$ cat src/rtl/spi_sensor_pkg.sv
// Shared state encoding, default timing and sizing helpers for the SPI sensor receiver.
// Imported by spi_sclk_gen and spi_sensor_rx.
package spi_sensor_pkg;

   typedef enum logic [1:0] {
      ST_IDLE,
      ST_SETUP,
      ST_SHIFT,
      ST_QUIET
   } state_t;

   localparam int DEF_FRAME_BITS   = 16;
   localparam int DEF_DATA_W       = 8;
   localparam int DEF_DATA_LSB     = 4;
   localparam int DEF_CLK_DIV      = 2;
   localparam int DEF_CS_SETUP_CYC = 2;
   localparam int DEF_QUIET_CYC    = 4;

   function automatic int max2(input int a, input int b);
      return (a > b) ? a : b;
   endfunction

   // Bits needed to hold the values 0..max_val (at least one bit).
   function automatic int cnt_width(input int max_val);
      return (max_val < 1) ? 1 : $clog2(max_val + 1);
   endfunction

endpackage

$ cat src/rtl/spi_sclk_gen.sv
// SCLK generator: half-period counter and sclk flop, with rise / end-of-high-half strobes
// that tell the frame FSM when a bit is captured and when the last high half has elapsed.
module spi_sclk_gen
   import spi_sensor_pkg::*;
#(
   parameter int CLK_DIV = DEF_CLK_DIV
)(
   input  logic clk,
   input  logic rst,
   input  logic launch,
   input  logic run,
   input  logic hold,
   output logic sclk,
   output logic rise,
   output logic high_end
);

   localparam int CNT_W = cnt_width(CLK_DIV);

   logic [CNT_W-1:0] half_cnt;
   logic             tick;

   assign tick     = run && (half_cnt == CNT_W'(CLK_DIV - 1));
   assign rise     = tick && !sclk;
   assign high_end = tick && sclk;

   // NOTE: sequential state uses non-blocking assignments only, so every flop
   // samples pre-edge values regardless of process ordering.
   always_ff @(posedge clk) begin
      if (rst) begin
         sclk     <= 1'b1;
         half_cnt <= '0;
      end else if (launch) begin
         sclk     <= 1'b0;
         half_cnt <= '0;
      end else if (run) begin
         if (tick) begin
            half_cnt <= '0;
            // After the final rise the line stays high; the FSM leaves SHIFT here.
            if (!(sclk && hold))
               sclk <= ~sclk;
         end else begin
            half_cnt <= half_cnt + CNT_W'(1);
         end
      end else begin
         sclk     <= 1'b1;
         half_cnt <= '0;
      end
   end

endmodule

$ cat src/rtl/spi_sensor_rx.sv
// SPI master receiver for fixed-length sensor frames: CS/SCLK sequencing, MSB-first capture,
// field extraction and a valid/ready result port with sticky overrun.
module spi_sensor_rx
   import spi_sensor_pkg::*;
#(
   parameter int FRAME_BITS   = DEF_FRAME_BITS,
   parameter int DATA_W       = DEF_DATA_W,
   parameter int DATA_LSB     = DEF_DATA_LSB,
   parameter int CLK_DIV      = DEF_CLK_DIV,
   parameter int CS_SETUP_CYC = DEF_CS_SETUP_CYC,
   parameter int QUIET_CYC    = DEF_QUIET_CYC
)(
   input  logic                  clk,
   input  logic                  rst,
   input  logic                  start,
   input  logic                  continuous,
   output logic                  busy,
   output logic                  ss_n,
   output logic                  sclk,
   input  logic                  miso,
   output logic [DATA_W-1:0]     data_out,
   output logic [FRAME_BITS-1:0] frame_raw,
   output logic                  data_valid,
   input  logic                  data_ready,
   output logic                  overrun
);

   localparam int TMR_W = cnt_width(max2(CS_SETUP_CYC, QUIET_CYC));
   localparam int BIT_W = cnt_width(FRAME_BITS);

   if ((DATA_LSB < 0) || (DATA_LSB + DATA_W > FRAME_BITS) || (FRAME_BITS < 2) ||
       (CLK_DIV < 1) || (CS_SETUP_CYC < 1) || (QUIET_CYC < 1)) begin : g_param_check
      $error("spi_sensor_rx: illegal parameter combination");
   end

   state_t                state, state_next;
   logic [TMR_W-1:0]      tmr, tmr_next;
   logic [BIT_W-1:0]      bit_cnt;
   logic [FRAME_BITS-1:0] sr;
   logic                  launch, complete, run, rise, high_end, frame_done;

   assign run        = (state == ST_SHIFT);
   assign frame_done = (bit_cnt == BIT_W'(FRAME_BITS));

   spi_sclk_gen #(
      .CLK_DIV (CLK_DIV)
   ) u_sclk_gen (
      .clk      (clk),
      .rst      (rst),
      .launch   (launch),
      .run      (run),
      .hold     (frame_done),
      .sclk     (sclk),
      .rise     (rise),
      .high_end (high_end)
   );

   // NOTE: every output of this block gets a default before the case, so no
   // path leaves a signal unassigned and no latch is inferred.
   always_comb begin
      state_next = state;
      tmr_next   = '0;
      launch     = 1'b0;
      complete   = 1'b0;
      case (state)
         ST_IDLE: begin
            if (start)
               state_next = ST_SETUP;
         end
         ST_SETUP: begin
            if (tmr == TMR_W'(CS_SETUP_CYC - 1)) begin
               state_next = ST_SHIFT;
               launch     = 1'b1;
            end else begin
               tmr_next = tmr + TMR_W'(1);
            end
         end
         ST_SHIFT: begin
            if (high_end && frame_done) begin
               state_next = ST_QUIET;
               complete   = 1'b1;
            end
         end
         ST_QUIET: begin
            if (tmr == TMR_W'(QUIET_CYC - 1))
               state_next = continuous ? ST_SETUP : ST_IDLE;
            else
               tmr_next = tmr + TMR_W'(1);
         end
         default: state_next = ST_IDLE;
      endcase
   end

   // ss_n and busy are registered from the next state so the pins never glitch.
   always_ff @(posedge clk) begin
      if (rst) begin
         state <= ST_IDLE;
         tmr   <= '0;
         busy  <= 1'b0;
         ss_n  <= 1'b1;
      end else begin
         state <= state_next;
         tmr   <= tmr_next;
         busy  <= (state_next != ST_IDLE);
         ss_n  <= !((state_next == ST_SETUP) || (state_next == ST_SHIFT));
      end
   end

   always_ff @(posedge clk) begin
      if (rst) begin
         bit_cnt <= '0;
         sr      <= '0;
      end else if (launch) begin
         bit_cnt <= '0;
      end else if (rise) begin
         sr      <= {sr[FRAME_BITS-2:0], miso};
         bit_cnt <= bit_cnt + BIT_W'(1);
      end
   end

   // A completion landing on an acceptance cycle is a clean handoff, not an overwrite.
   always_ff @(posedge clk) begin
      if (rst) begin
         data_out   <= '0;
         frame_raw  <= '0;
         data_valid <= 1'b0;
         overrun    <= 1'b0;
      end else if (complete) begin
         frame_raw  <= sr;
         data_out   <= sr[DATA_LSB +: DATA_W];
         data_valid <= 1'b1;
         if (data_valid)
            overrun <= !data_ready;
      end else if (data_valid && data_ready) begin
         data_valid <= 1'b0;
         overrun    <= 1'b0;
      end
   end

endmodule

$ cat config.mk
export PLATFORM = sky130hd
export DESIGN_NAME = spi_sensor_rx
export DESIGN_NICKNAME = d
export VERILOG_FILES = /design/src/rtl/spi_sensor_pkg.sv /design/src/rtl/spi_sclk_gen.sv /design/src/rtl/spi_sensor_rx.sv
export SDC_FILE = /design/constraint.sdc
export NUM_CORES = 1
export LEC_CHECK = 0
export BUFFER_PORTS_ARGS = -buffer_cell sky130_fd_sc_hd__buf_2
export CAP_MARGIN = 20
export CORE_MARGIN = 1.5
export CORE_UTILIZATION = 45
export CTS_CLUSTER_DIAMETER = 30
export DETAILED_ROUTE_END_ITERATION = 6
export GPL_TIMING_DRIVEN = 0
export PLACE_DENSITY = 0.68
export SYNTH_ARGS = -nofsm -noshare
export SYNTH_HDL_FRONTEND = slang
export SYNTH_SLANG_ARGS = --single-unit
export TNS_END_PERCENT = 1
$ cat constraint.sdc
create_clock -name clk -period 1.5 [get_ports clk]
set_clock_uncertainty 0.1 [all_clocks]
set_input_delay 0.225 -clock clk [delete_from_list [all_inputs] [get_ports clk]]
set_output_delay 0.225 -clock clk [all_outputs]
set_load 0.05 [all_outputs]
==> impl_metrics.ini <==
[outcome]
status = complete, but fails checks
violations = negative setup slack

[clocking]
cts_buffers = 5
cts_tree = done
ctsRootBufferMaster = clkbuf_8
clock_sinks = 49
htreeDepth = 2
clk_pin_slew_ns = 0.09
clock_latency_ns = 0.31
clockBufferDepth = 2
postCtsHoldBufs = 0

[floorplanning]
rows = 25
fp.dieH_um = 72.8
start_util_pct = 46.7
die-area_um2 = 5290
dieWidth_um = 72.8
coreArea_um2 = 4690
io_pins = 35

[logic_synthesis]
synthesis.instances = 240
synth.distinct_cells = 34
ys_seq_elements = 49
synth-xor-area-share_pct = 0
synth_area_um2 = 2190
synthSimpleGateAreaFrac_pct = 26.6
avgSynthCellArea_um2 = 9.12
yosysSeqAreaShare_pct = 44.8
synthesis.nets = 254
synth_fa_ha_area_share_pct = 4.57
yosysTopAreaCellShare_pct = 44.8
synth-compound-area-share_pct = 8.34
yosys_warnings = 0
synth_top_family_by_area = simple AND/OR/NAND/NOR gates
yosysTopAreaCell = dfxtp_1
synthMuxAreaShare_pct = 7.31
synthTopCellsByArea = dfxtp_1 (45%), nand2b_1 (10%), mux2i_1 (7.3%)

[layout]
drive_gt1_share_pct = 31.7
instances_no_fill = 344
post-route-util_pct = 58.8
area.growth.synth_to_final_pct = 26.1
num_antenna_cells = 0
final_nets = 303
final_area_um2 = 2760
fill_cells = 424

[run]
cap_violations = 0

[route]
routedWlPerCell_um = 12.2
antenna_left = 0
drc = 0
num_vias = 1708
drtPass1Iterations = 4
dr.first_iter.drc_count = 85
drt-vias-per-instance = 4.97
wl_um = 4180

[sta]
post-route-period-util_pct = 113
finalCriticalPeriod_ns = 1.70
finalSetupViolations = 18
tightest_slew_ns = 0.495
slew_headroom_pct = 67.0
drv_slew = 0
setup_slack_ns = -0.197
fin_tns_setup_ns = -1.55
grt_setup_unrepaired = yes
whs_ns = 0.0705
finalHoldViolCount = 0
clock.fmax_mhz = 589

[worst_setup_path]
worstSetupPathType = reg2reg
cp_num_buf_inv = 2
cp.required_ns = 1.61
endpoint_kind = register
critPathArrivalTime_ns = 1.80
critPathSlowestCell = dfxtp_2
critPathMaxStageDelay_ns = 0.34
startpoint_type = register
path_cells = inv_2 -> ha_4 -> and4bb_1 -> buf_4 -> nand4_1 -> and3_4 -> ha_4 -> nand2b_1
crit_path_frequent_cell = ha_4
crit_family = simple AND/OR/NAND/NOR gates
path_max_fanout = 2

[place]
dp_cells = 328
gp_congestion = 0.719
place_area_um2 = 2450
dp_slack_ns = -0.209
detailed_place_hpwl_um = 2800
io_buffer_count = 34

[power]
ir_drop_mv = 0.440
power_mw = 2.42
p_leak_nw = 1.05
power.density_nw_per_um2 = 875

[worst_hold_path]
hp-class = in2reg

[global_route]
track_usage_pct = 17.0
grt_overflow = 0
grt_first_pass_wirelength_um = 6910
grt_max_degree = 16
antenna_found_initial = 0
first_global_vias = 1568
==> state kept, by name (all words and copies together) (netlist names) <==
name / count
tmr: 3
u_sclk_gen.sclk: 1
sr: 16
frame_raw: 9
data_out: 7
state: 2
u_sclk_gen.half_cnt: 2
overrun: 1
data_valid: 1
busy: 1
bit_cnt: 5
ss_n: 1
==> path summary, 6_finish.rpt <==
kind	start	to	slack [ns]	cells after the start
setup reg to reg	bit_cnt[0]	ss_n	-0.20	8
hold reg to reg	u_sclk_gen.half_cnt[0]	u_sclk_gen.half_cnt[0]	0.35	1
setup / recovery	bit_cnt[0]	ss_n	-0.20	8
hold / removal	miso	sr[0]	0.07	3
==> power by group <==
group          internal [mW]  switching (mW)
combinational         0.0634          0.0861
clock                  0.501           0.444
sequential              1.31         0.00821
total                   1.88           0.539
==> tightest hold or removal path, stage by stage <==
cell and delay (ns):
buf_2 0.10, nand2_1 0.05, a21oi_1 0.05
==> per-layer routing <==
| metal | wire length [um] | share of wire (%) | global-route usage, % | vias up |
|---|---|---|---|---|
| met1 | 1870 | 45 | 20.2 | 779 |
| met5 | 0 | 0 | 0 | - |
| met4 | 83 | 2.0 | 5.66 | 0 |
| met3 | 183 | 4.4 | 4.56 | 8 |
| li1 | - | - | - | 879 |
| met2 | 2040 | 49 | 29.8 | 42 |
==> logic make-up after synthesis <==
family                     Yosys count
AOI/OAI and AO/OA                   34
adders and majority gates            8
muxes                               16
DFF                                 49
buffers and inverters               30
and+or+nand+nor                    103
==> placed cells by master (no fill, tap or decap), drive strengths merged <==
cell type / instances
and4: 1
and3b: 1
inv: 8
nand3: 2
a211o: 1
bufinv: 1
or3: 3
a31oi: 1
mux2i: 16
and2b: 1
clkinv: 1
nand2b: 35
and3: 1
nor2: 6
buf: 58
o21ai: 4
a21o: 1
o31ai: 1
or3b: 1
or2: 1
nor4: 2
clkbuf: 12
o211ai: 1
nor2b: 1
ha: 8
nand4b: 2
nand4bb: 1
dfxtp: 49
nand4: 1
a21oi: 25
nand2: 41
and4bb: 3
==> cells in the mapped netlist <==
library cell	instances
a211o_1	1
a21o_1	1
a21oi_1	25
a31oi_1	1
and2b_2	1
and3_1	1
and3b_1	1
and4_4	1
and4bb_1	2
and4bb_2	1
buf_12	1
buf_2	2
buf_4	10
buf_6	2
clkbuf_1	7
dfxtp_1	49
ha_1	8
inv_1	8
mux2i_1	16
nand2_1	41
nand2b_1	35
nand3_1	2
nand4_1	1
nand4b_1	2
nand4bb_4	1
nor2_1	6
nor2b_1	1
nor4_1	2
o211ai_1	1
o21ai_0	4
o31ai_1	1
or2_2	1
or3_1	3
or3b_2	1
==> final cells by class <==
| cell class | count | area, um^2 | area share [%] |
|---|---|---|---|
| buffer | 22 | 170 | 6.16 |
| clock buffer | 6 | 72.6 | 2.63 |
| clock inverter | 2 | 38.8 | 1.41 |
| inverter | 8 | 30.0 | 1.09 |
| multi-input combinational | 161 | 1120 | 40.7 |
| sequential | 49 | 992 | 35.9 |
| tap | 54 | 67.6 | 2.45 |
| timing repair buffer | 42 | 267 | 9.66 |
==> what timing repair did <==
action | in CTS | in global routing
endpoints found under the setup margin | 32 | 36
cloned | 1 | 0
setup buffers | 6 | 1
gates resized for setup | 6 | 20
pin swaps | 2 | 7
Power figures use the tool's default switching activity.
